===== src/rtl/sram_oq_pkg.sv =====
// rtl/sram_oq_pkg.sv - shared constants for the SRAM output-queue FIFO word format
package sram_oq_pkg;

    // Sideband layout of the SRAM FIFO word (data sits above the sideband)
    localparam int SOP_BIT    = 9;
    localparam int EOP_BIT    = 8;
    localparam int CNT_LSB    = 3;
    localparam int CNT_W      = 5;
    localparam int SIDEBAND_W = 10;

    // LSB of the 8-bit destination-port field inside TUSER
    localparam int DST_POS_DEFAULT = 24;

    // Ingress packer FSM encoding
    localparam logic [1:0] ST_IDLE = 2'd0;
    localparam logic [1:0] ST_PASS = 2'd1;
    localparam logic [1:0] ST_DROP = 2'd2;

    // Width of one FIFO word for a data bus of tdata_bytes bytes
    function automatic int fifo_word_w(input int tdata_bytes);
        return 8 * tdata_bytes + SIDEBAND_W;
    endfunction

endpackage


===== src/rtl/axis_sram_fifo_writer_if.sv =====
// rtl/axis_sram_fifo_writer_if.sv - AXI4-Stream ingress bundle for the SRAM FIFO writer
interface axis_sram_fifo_writer_if #(
    parameter int TDATA_WIDTH = 24,
    parameter int TUSER_WIDTH = 128
);
    logic [8*TDATA_WIDTH-1:0] tdata;
    logic [TDATA_WIDTH-1:0]   tkeep;
    logic [TUSER_WIDTH-1:0]   tuser;
    logic                     tvalid;
    logic                     tlast;
    logic                     tready;

    modport master (
        output tdata, tkeep, tuser, tvalid, tlast,
        input  tready
    );

    modport slave (
        input  tdata, tkeep, tuser, tvalid, tlast,
        output tready
    );
endinterface


===== src/rtl/sram_oq_out_reg.sv =====
// rtl/sram_oq_out_reg.sv - one-entry registered output stage with valid/full handshake
module sram_oq_out_reg #(
    parameter int WIDTH = 202
) (
    input  logic             clk,
    input  logic             rst_n,
    input  logic             load,
    input  logic [WIDTH-1:0] load_word,
    input  logic             full,
    output logic             valid,
    output logic [WIDTH-1:0] word,
    output logic             wr_en
);

    assign wr_en = valid & ~full;

    // Load wins over drain so a same-cycle write-and-load keeps valid high;
    // the word itself only changes on a load, so it is stable while full.
    always_ff @(posedge clk or negedge rst_n) begin
        if (!rst_n) begin
            valid <= 1'b0;
            word  <= '0;
        end else if (load) begin
            valid <= 1'b1;
            word  <= load_word;
        end else if (wr_en) begin
            valid <= 1'b0;
        end
    end

endmodule


===== src/rtl/axis_sram_fifo_writer.sv =====
// rtl/axis_sram_fifo_writer.sv - packs AXI4-Stream beats into SRAM FIFO words and tracks the oq bitmap
module axis_sram_fifo_writer
    import sram_oq_pkg::*;
#(
    parameter int TDATA_WIDTH = 24,
    parameter int TUSER_WIDTH = 128,
    parameter int NUM_QUEUES  = 5,
    parameter int DST_POS     = DST_POS_DEFAULT
) (
    input  logic                                  memclk,
    input  logic                                  reset_n,
    axis_sram_fifo_writer_if.slave                s_axis,
    output logic [fifo_word_w(TDATA_WIDTH)-1:0]   fifo_din,
    output logic                                  fifo_wr_en,
    input  logic                                  fifo_full,
    output logic [NUM_QUEUES-1:0]                 oq,
    output logic [31:0]                           pkt_count,
    output logic [31:0]                           drop_count
);

    localparam int WORD_W = fifo_word_w(TDATA_WIDTH);

    logic [1:0]            state;
    logic [NUM_QUEUES-1:0] oq_next;
    logic                  out_valid;
    logic                  accept;
    logic                  load;
    logic [WORD_W-1:0]     load_word;
    logic                  unused_tuser;

    function automatic logic [CNT_W-1:0] keep_count(input logic [TDATA_WIDTH-1:0] keep);
        logic [CNT_W-1:0] n;
        n = '0;
        for (int i = 0; i < TDATA_WIDTH; i++) begin
            n = n + CNT_W'(keep[i]);
        end
        return n;
    endfunction

    // Even destination bits map one-to-one onto queues 0..3; all odd bits share queue 4
    assign oq_next[0] = s_axis.tuser[DST_POS];
    assign oq_next[1] = s_axis.tuser[DST_POS+2];
    assign oq_next[2] = s_axis.tuser[DST_POS+4];
    assign oq_next[3] = s_axis.tuser[DST_POS+6];
    assign oq_next[4] = s_axis.tuser[DST_POS+1] | s_axis.tuser[DST_POS+3] |
                        s_axis.tuser[DST_POS+5] | s_axis.tuser[DST_POS+7];
    assign unused_tuser = ^s_axis.tuser[TUSER_WIDTH-1:0];

    // DROP never loads the output stage, so it may keep draining beats under backpressure
    assign s_axis.tready = ~out_valid | ~fifo_full | (state == ST_DROP);
    assign accept        = s_axis.tvalid & s_axis.tready;
    assign load          = accept & ((state == ST_PASS) ||
                                     ((state == ST_IDLE) && (oq_next != '0)));

    // Assemble the FIFO word for the beat currently presented
    always_comb begin
        load_word                      = '0;
        load_word[WORD_W-1:SIDEBAND_W] = s_axis.tdata;
        load_word[SOP_BIT]             = (state == ST_IDLE);
        load_word[EOP_BIT]             = s_axis.tlast;
        load_word[CNT_LSB +: CNT_W]    = s_axis.tlast ? keep_count(s_axis.tkeep)
                                                      : CNT_W'(TDATA_WIDTH);
    end

    // Packet FSM plus oq/counter bookkeeping, all advanced on accepted beats only
    always_ff @(posedge memclk or negedge reset_n) begin
        if (!reset_n) begin
            state      <= ST_IDLE;
            oq         <= '0;
            pkt_count  <= '0;
            drop_count <= '0;
        end else if (accept) begin
            case (state)
                ST_IDLE: begin
                    if (oq_next != '0) begin
                        oq <= oq_next;
                        if (s_axis.tlast) pkt_count <= pkt_count + 32'd1;
                        else              state     <= ST_PASS;
                    end else begin
                        if (s_axis.tlast) drop_count <= drop_count + 32'd1;
                        else              state      <= ST_DROP;
                    end
                end
                ST_PASS: begin
                    if (s_axis.tlast) begin
                        pkt_count <= pkt_count + 32'd1;
                        state     <= ST_IDLE;
                    end
                end
                ST_DROP: begin
                    if (s_axis.tlast) begin
                        drop_count <= drop_count + 32'd1;
                        state      <= ST_IDLE;
                    end
                end
                default: state <= ST_IDLE;
            endcase
        end
    end

    sram_oq_out_reg #(
        .WIDTH (WORD_W)
    ) u_out_reg (
        .clk       (memclk),
        .rst_n     (reset_n),
        .load      (load),
        .load_word (load_word),
        .full      (fifo_full),
        .valid     (out_valid),
        .word      (fifo_din),
        .wr_en     (fifo_wr_en)
    );

endmodule


===== src/flat_wrapper.sv =====
// flat-port wrapper written by rule: the top's interface ports become plain ports
module axis_sram_fifo_writer_flat import sram_oq_pkg::*;
#(
    parameter int TDATA_WIDTH = 24,
    parameter int TUSER_WIDTH = 128,
    parameter int NUM_QUEUES  = 5,
    parameter int DST_POS     = DST_POS_DEFAULT
)
  (memclk, reset_n, fifo_din, fifo_wr_en, fifo_full, oq, pkt_count, drop_count, s_axis_tdata, s_axis_tkeep, s_axis_tuser, s_axis_tvalid, s_axis_tlast, s_axis_tready);
  axis_sram_fifo_writer_if #(.TDATA_WIDTH(TDATA_WIDTH), .TUSER_WIDTH(TUSER_WIDTH)) s_axis_i ();
  input  logic memclk;
  input  logic reset_n;
  output logic [fifo_word_w(TDATA_WIDTH)-1:0] fifo_din;
  output logic fifo_wr_en;
  input  logic fifo_full;
  output logic [NUM_QUEUES-1:0] oq;
  output logic [31:0] pkt_count;
  output logic [31:0] drop_count;
  input wire logic [$bits(s_axis_i.tdata)-1:0] s_axis_tdata;
  input wire logic [$bits(s_axis_i.tkeep)-1:0] s_axis_tkeep;
  input wire logic [$bits(s_axis_i.tuser)-1:0] s_axis_tuser;
  input wire logic [$bits(s_axis_i.tvalid)-1:0] s_axis_tvalid;
  input wire logic [$bits(s_axis_i.tlast)-1:0] s_axis_tlast;
  output wire logic [$bits(s_axis_i.tready)-1:0] s_axis_tready;
  assign s_axis_i.tdata = s_axis_tdata;
  assign s_axis_i.tkeep = s_axis_tkeep;
  assign s_axis_i.tuser = s_axis_tuser;
  assign s_axis_i.tvalid = s_axis_tvalid;
  assign s_axis_i.tlast = s_axis_tlast;
  assign s_axis_tready = s_axis_i.tready;
  axis_sram_fifo_writer #(.TDATA_WIDTH(TDATA_WIDTH), .TUSER_WIDTH(TUSER_WIDTH), .NUM_QUEUES(NUM_QUEUES), .DST_POS(DST_POS)) u_core (.memclk(memclk), .reset_n(reset_n), .s_axis(s_axis_i), .fifo_din(fifo_din), .fifo_wr_en(fifo_wr_en), .fifo_full(fifo_full), .oq(oq), .pkt_count(pkt_count), .drop_count(drop_count));
endmodule

===== config.mk =====
export PLATFORM = sky130hd
export DESIGN_NAME = axis_sram_fifo_writer_flat
export DESIGN_NICKNAME = d
export VERILOG_FILES = /design/src/rtl/sram_oq_pkg.sv /design/src/rtl/axis_sram_fifo_writer_if.sv /design/src/rtl/sram_oq_out_reg.sv /design/src/rtl/axis_sram_fifo_writer.sv /design/src/flat_wrapper.sv
export SDC_FILE = /design/constraint.sdc
export NUM_CORES = 1
export LEC_CHECK = 0
export CAP_MARGIN = 30
export CORE_AREA = 8 8 234 236
export DETAILED_ROUTE_END_ITERATION = 8
export DIE_AREA = 0 0 242 244
export PLACE_DENSITY = 0.55
export SLEW_MARGIN = 20
export SYNTH_ARGS = -nofsm -noshare
export SYNTH_HDL_FRONTEND = slang
export SYNTH_HIERARCHICAL = 1
export SYNTH_SLANG_ARGS = --single-unit

===== constraint.sdc =====
create_clock -name memclk -period 5.7 [get_ports memclk]
set_input_delay 1.14 -clock memclk [delete_from_list [all_inputs] [get_ports memclk]]
set_output_delay 1.14 -clock memclk [all_outputs]
set_load 0.01 [all_outputs]

# ---- After elaboration in Yosys (flattened, before gate mapping)
# Cells that the tools add are included.
dict set report totals {
  reg_bits 271
}
dict set report classes {
  addsub 25
  eq_ne 6
  n_mux 14
  n_bitwise 10
  reduce_logical 12
}
# operator n
set op_table {}
lappend op_table {{2-to-1 mux 32 bit} 4}
lappend op_table {{one-hot mux 32 bit (2 select lines)} 2}
lappend op_table {{adder 5 x 1 -> 5 bit} 22}
lappend op_table {{adder 32 x 1 -> 32 bit (second input constant)} 2}
lappend op_table {{AND reduction 3 bit} 4}
lappend op_table {{2-to-1 mux 2 bit} 4}
lappend op_table {{nonzero test 2 bit} 3}
lappend op_table {{2-to-1 mux 5 bit} 1}
lappend op_table {{OR 1 bit} 5}
lappend op_table {{nonzero test 5 bit} 1}
lappend op_table {{inequality test 2 x 1 -> 1 bit (second input constant)} 2}
lappend op_table {{inequality test 2 bit (second input constant)} 2}
lappend op_table {{one-hot mux 2 bit (2 select lines)} 1}
lappend op_table {{bitwise AND 1 bit} 3}
lappend op_table {{adder 1 x 1 -> 2 bit} 1}
lappend op_table {{== test 2 x 1 -> 1 bit (second input constant)} 1}
lappend op_table {{== test 2 bit (second input constant)} 1}
lappend op_table {{logical NOT 2 bit} 1}
lappend op_table {{2-to-1 mux 1 bit} 2}
lappend op_table {{NOT 1 bit} 2}
lappend op_table {{OR reduction 2 bit} 1}
lappend op_table {{logical AND 1 bit} 1}
lappend op_table {{logical OR 1 bit} 1}

# ---- Logic depth before layout (Yosys ltp)
dict set report logic_depth {
  depth_word 24
  mapped_depth 15
  ltp_nobuf 15
}

# ---- By module
# Netlist, hierarchy kept.
# module n_inst cells_each area_each_um2
set modules_own_cells {}
lappend modules_own_cells {sram_oq_out_reg 1 430 8246.7}
lappend modules_own_cells {axis_sram_fifo_writer 1 377 4011.3}

# ---- Worst setup path before layout
# OpenSTA, ideal clock, no wires.
dict set report synth_timing {
  path_kind {input to register}
  from {in s_axis_tkeep[5]}
  to {reg u_core.u_out_reg.word[7]}
  t_arrival_ns 4.773
  required_ns 5.575
  setup_slack_ns 0.803
  cell_stages 13
  n_path_buf 0
  cell_sequence {inv_1 -> fa_1 -> fa_1 -> fa_1 -> fa_1 -> fa_1 -> inv_1 -> ha_1 -> fa_1 -> a21o_1 -> nand2_1 -> nand3b_1 -> mux2_2}
}
dict set report synth_via {
  elab_chain_cells 20
}
# element line_no
set synth_lines {}
lappend synth_lines {{start: declaration} flat_wrapper.sv:20} ;# input wire logic [$bits(s_axis_i.tkeep)-1:0] s_axis_tkeep;
lappend synth_lines {{adder 5 x 1 -> 5 bit (19 in series)} axis_sram_fifo_writer.sv:35} ;# n = n + CNT_W'(keep[i]);
lappend synth_lines {{2-to-1 mux 5 bit} axis_sram_fifo_writer.sv:61} ;# load_word[CNT_LSB +: CNT_W] = s_axis.tlast ? keep_count(s_axis.tkeep)
lappend synth_lines {{via u_core.load_word[7]} axis_sram_fifo_writer.sv:28} ;# logic [WORD_W-1:0] load_word;
lappend synth_lines {{end signal: assignment} sram_oq_out_reg.sv:25} ;# word <= load_word;
lappend synth_lines {{end: declaration} sram_oq_out_reg.sv:11} ;# output logic [WIDTH-1:0] word,
# The timed path passes the listed nets, and every way through them passes these cells.
# A chain may end at the register's enable or synchronous reset.

# ---- Worst setup path in the final report
dict set report layout_timing {
  from {in s_axis_tkeep[5]}
  to {reg u_core.u_out_reg.word[6]}
}
# Same word-level chain as after synthesis.

==> results.md <==
- The first global-routing pass estimated 58,900 um of wire.
- For the pin with the worst max-slew slack, the measured transition is 1.10 ns.
- The synthesized-area fraction occupied by xor and xnor cells is 4.57%.
- After layout, the worst path uses 87.5% of the clock period.
- Summed over all instances, the cell type with the most area after synthesis is sky130_fd_sc_hd__dfrtp_1.
- The adder and majority gate portion of the synthesized area is 3.90%.
- Summing over every cut layer, the via total after detailed routing is 8,282.
- The number of cell rows is 83.
- The post-route standard cell area excluding fillers is 0.0191 mm2.
- Once detail routing completed, the nets flagged for antenna violations numbered 0.
- The worst hold endpoint is u_core/pkt_count[31].
- In the synthesized netlist, the number of instances is 807.
- The final wirelength is 38,700 um.
- In the final layout, the multi-input gates occupy 0.00499 mm2.
- The number of H-tree branching levels is 2.
- For the worst setup path, the data required time is 6.10 ns.
- For flop-to-flop paths, the worst setup slack is 2.53 ns.
- The most used cell along the critical path is sky130_fd_sc_hd__fa_1.
- The number of instances on the worst hold path is 1.
- The critical setup path kind is in -> reg.
- The number of enable flip-flop cells after synthesis is 0.
- TritonCTS built the clock tree.
- The area share of the leading cell type in the synthesized netlist is 55.9%.
- The I/O pin count is 622.
- The final-stage net count is 1,704.
- The pin count of the biggest net entering global routing is 123.
- The post-route netlist has 20.7% of its cells at a drive strength greater than 1.
- The number of gates resized after cts is 0.
- The cell sitting at the root of the clock tree is a sky130_fd_sc_hd__clkbuf_16.
- The gate family responsible for the most delay along the worst path is adder cells.
- For this design the ratio of total power to cell area is 506 mW/mm2.
- From synthesis to final layout, the design area changed by 56.2%.
- The total core area is 0.0509 mm2.
- The worst setup path is launched from an input port.
- The clock reaches the later pin of the worst-skew pair after 0.53 ns.
- The classification of the worst-slack hold path is reg -> reg.
- The worst register-to-register path begins at u_core/state[0].
- Summing all flip-flop and latch instances after layout gives 0.00686 mm2.
- In the synthesized netlist the async set-or-reset flop fraction comes to 100%.
- The minimum clock period is 4.99 ns.
- Setup violations remaining at the end of the flow were counted as 0.
- The category of the worst setup path capture point is a flip-flop.
- The port buffer count is 501.
- Across the VDD grid, the largest voltage drop is 0.000288 V.
- The register bit total from synthesis is 274.
- The number of global-route vias before repair was 9,042.
- Static timing analysis puts the maximum clock frequency at 200 MHz.
- The share of the synthesized area in compound gates (AO/OA/AOI/OAI) is 0.806%.
- The initial antenna violation count is 1.
- After filler insertion, the fill cell instance count of the layout stands at 4,891.
- The leakage power total is 8.27 nW.
- The violation count after the first detailed-routing iteration is 324.
- Sequential elements use 55.9% of the synthesized area.
- The die height is 244 um.
- The post-CTS clock slew at the launch and capture registers of the worst setup and hold paths is 0.06 ns.
- The worst hold path begins at u_core/pkt_count[31].
- The share of synthesized area spent on multiplexers is 24.3%.
- The cell count along the critical path is 16.
- Among all flip-flop cells after synthesis, the most frequent one is sky130_fd_sc_hd__dfrtp_1.
- The number of buffers inserted for hold repair after clock tree synthesis is 0.
- The final-report hold violation count came to 0.
- The total overflow left after global routing is 0.
- Summed over all nets, the half-perimeter wirelength after detailed placement is 29,100 um.
- Measured in cells, the most critical reg-to-reg path has a length of 8.
- After synthesis, the largest family of logic cells by area is multiplexers.
- The overall fraction of global-route tracks in use is 12.7%.
- The final RePlAce weighted congestion is 0.769.
- The final count of pins violating max slew is 0.
- The floorplan step defined a die boundary enclosing 0.0590 mm2.
- The clock drives 274 sinks.
- Cells fill 37.6% of the core in the end.
- Counting the buffers created by CTS gives 35.
- The clock arrives with 0.0152 ns of skew.
- At the worst endpoint, the arrival time is 5.39 ns.
- In this run the critical register-to-register path is captured at u_core/u_out_reg/word[14].
- The worst pin sits at a relative slew slack of 27.0%.
- Sorting the synthesized cells by area gives the leading types as sky130_fd_sc_hd__dfrtp_1 (56%), sky130_fd_sc_hd__mux2_4 (21%), sky130_fd_sc_hd__mux2_2 (3.6%).
- The run finished with clean final reports.
- Summing the areas of all and, or, nand and nor instances in the mapped netlist gives 6.99% of the synthesized area.
- Summed over all failing endpoints, the final setup total negative slack is 0 ns.
- The die is 242 um wide.
- The average vias per placed instance is 4.08.
- The largest incremental delay on the critical path is 0.55 ns.
- The smallest hold slack is 0.468 ns.
- A synthesized cell averages 15.2 um2.
- The first detailed-routing pass ran for 4 iterations.
- The placed instances occupy a cell area of 0.0180 mm2.
- The number of buffers and inverters on the critical path is 5.
- The critical path's slowest cell is sky130_fd_sc_hd__fa_1.
- The total of warnings raised by yosys is 6.
- The count of max-cap constraint violations is 0.
- In the final routed layout, each cell accounts on average for 19.1 um.
- The maximum buffer depth of the clock tree is 3.
- After detailed routing, the number of remaining DRC violations is 0.
- The number of setup buffers added after CTS is 0.
- The initial core utilization is 24.1%.
- Synthesis instantiated 46 different standard cells from the library.
- Setup repair after global routing left no endpoint under its margin.
- The signal on the critical path passes through clkdlybuf4s50_1, inv_1, fa_1, fa_1, inv_1, fa_1, fa_1, inv_1, fa_1, inv_1, ha_1, a21o_1, a21oi_1, xor2_1, nand2_1, mux2_2.
- The maximum fanout along the worst path is 2.
- In this run the cell area of the synthesized design comes to 0.0123 mm2.
[worst max-delay path by stage]
| stage | startpoint | end | slack, ns |
|---|---|---|---|
| after floorplan | s_axis_tkeep[5] | u_core/u_out_reg/word[7] | 0.80 |
| after global placement | s_axis_tkeep[5] | u_core/u_out_reg/word[6] | 0.17 |
| after detailed placement | s_axis_tkeep[5] | u_core/u_out_reg/word[6] | 0.16 |
| after CTS | s_axis_tkeep[5] | u_core/u_out_reg/word[6] | 0.75 |
| after global routing | s_axis_tkeep[5] | u_core/u_out_reg/word[6] | 0.56 |
| final | s_axis_tkeep[5] | u_core/u_out_reg/word[6] | 0.71 |
[synthesized netlist by cell type (2+ instances only)]
master and number:
sky130_fd_sc_hd__nor3_1 10, sky130_fd_sc_hd__mux2_4 169, sky130_fd_sc_hd__nor2b_1 2, sky130_fd_sc_hd__o21ai_0 2
sky130_fd_sc_hd__buf_2 5, sky130_fd_sc_hd__nor4_1 11, sky130_fd_sc_hd__a21o_1 3, sky130_fd_sc_hd__fa_1 17
sky130_fd_sc_hd__nor3_2 2, sky130_fd_sc_hd__a21oi_1 2, sky130_fd_sc_hd__xnor2_1 40, sky130_fd_sc_hd__or4_4 2
sky130_fd_sc_hd__xor2_1 24, sky130_fd_sc_hd__nand3_1 27, sky130_fd_sc_hd__and4_1 6, sky130_fd_sc_hd__ha_1 11
sky130_fd_sc_hd__and3_1 9, sky130_fd_sc_hd__mux2_2 39, sky130_fd_sc_hd__and2_1 5, sky130_fd_sc_hd__inv_1 45
sky130_fd_sc_hd__nand2_1 29, sky130_fd_sc_hd__nor2_1 12, sky130_fd_sc_hd__nand2b_1 3, sky130_fd_sc_hd__dfrtp_1 274
sky130_fd_sc_hd__nand4_1 19, sky130_fd_sc_hd__buf_6 19
[kinds of logic (layout without fill, tap and decap cells)]
kind of cell,after synthesis,count (layout)
buf+inv,71,613
other cells,1,4
fa+ha+maj,28,28
flops,274,274
compound gates,12,12
xor+xnor,64,64
mux,208,208
simple gates,149,149
[registers in the layout (all words and copies together) (netlist names)]
register / cells
u_core/u_out_reg/word: 202
u_core/state: 2
u_core/oq: 5
u_core/pkt_count: 32
u_core/u_out_reg/valid: 1
u_core/drop_count: 32
[worst register-to-register path, delay by kind of cell (launching register included)]
| family | cells | cell delay (ns) |
|---|---|---|
| adders and majority gates | 1 | 0.17 |
| DFF | 1 | 0.42 |
| buffers and inverters | 3 | 0.82 |
| muxes | 1 | 0.74 |
| and+or+nand+nor | 3 | 0.90 |
[report_power, final]
group	internal, mW	switching [mW]
clock	1.39	0.853
combinational	2.68	1.60
sequential	2.73	0.442
total	6.80	2.90
[per-stage QoR]
stage               total power [mW]  setup slack, ns  instances
global route                    10.3            0.557       2032
global placement                7.51            0.169       1970
detailed placement              7.54            0.157       1970
floorplan                       5.30            0.803        809
finish                          9.69            0.710       2032
CTS                             9.90            0.748       2031
[per-layer routing]
layer / up-vias / track usage [%] / share of wire, %
met5: - / 0 / 0
met4: 0 / 4.03 / 2.5
met3: 55 / 5.38 / 9.0
met2: 334 / 20.6 / 47
met1: 4055 / 15.0 / 41
li1: 3838 / - / -
[layout make-up]
type,count,area share [%]
Antenna cell,1,0.0131
Clock buffer,52,5.39
Clock inverter,9,0.726
Inverter,45,0.882
Multi-Input combinational cell,464,26.1
Sequential cell,274,35.8
Tap cell,680,4.45
Timing Repair Buffer,507,26.7
[cell usage in the layout, fill, tap and decap left out, types with 10 or more instances in the layout]
| master | instances |
|---|---|
| sky130_fd_sc_hd__mux2_4 | 169 |
| sky130_fd_sc_hd__clkdlybuf4s50_1 | 500 |
| sky130_fd_sc_hd__nand2_1 | 29 |
| sky130_fd_sc_hd__dfrtp_1 | 274 |
| sky130_fd_sc_hd__mux2_2 | 39 |
| sky130_fd_sc_hd__nor2_1 | 11 |
| sky130_fd_sc_hd__ha_1 | 11 |
| sky130_fd_sc_hd__nand3_1 | 27 |
| sky130_fd_sc_hd__xor2_1 | 24 |
| sky130_fd_sc_hd__nand4_1 | 19 |
| sky130_fd_sc_hd__fa_1 | 17 |
| sky130_fd_sc_hd__clkbuf_16 | 36 |
| sky130_fd_sc_hd__xnor2_1 | 40 |
| sky130_fd_sc_hd__inv_1 | 45 |
| sky130_fd_sc_hd__nor4_1 | 11 |
| sky130_fd_sc_hd__nor3_1 | 10 |
(Power assumes the default switching activity.)
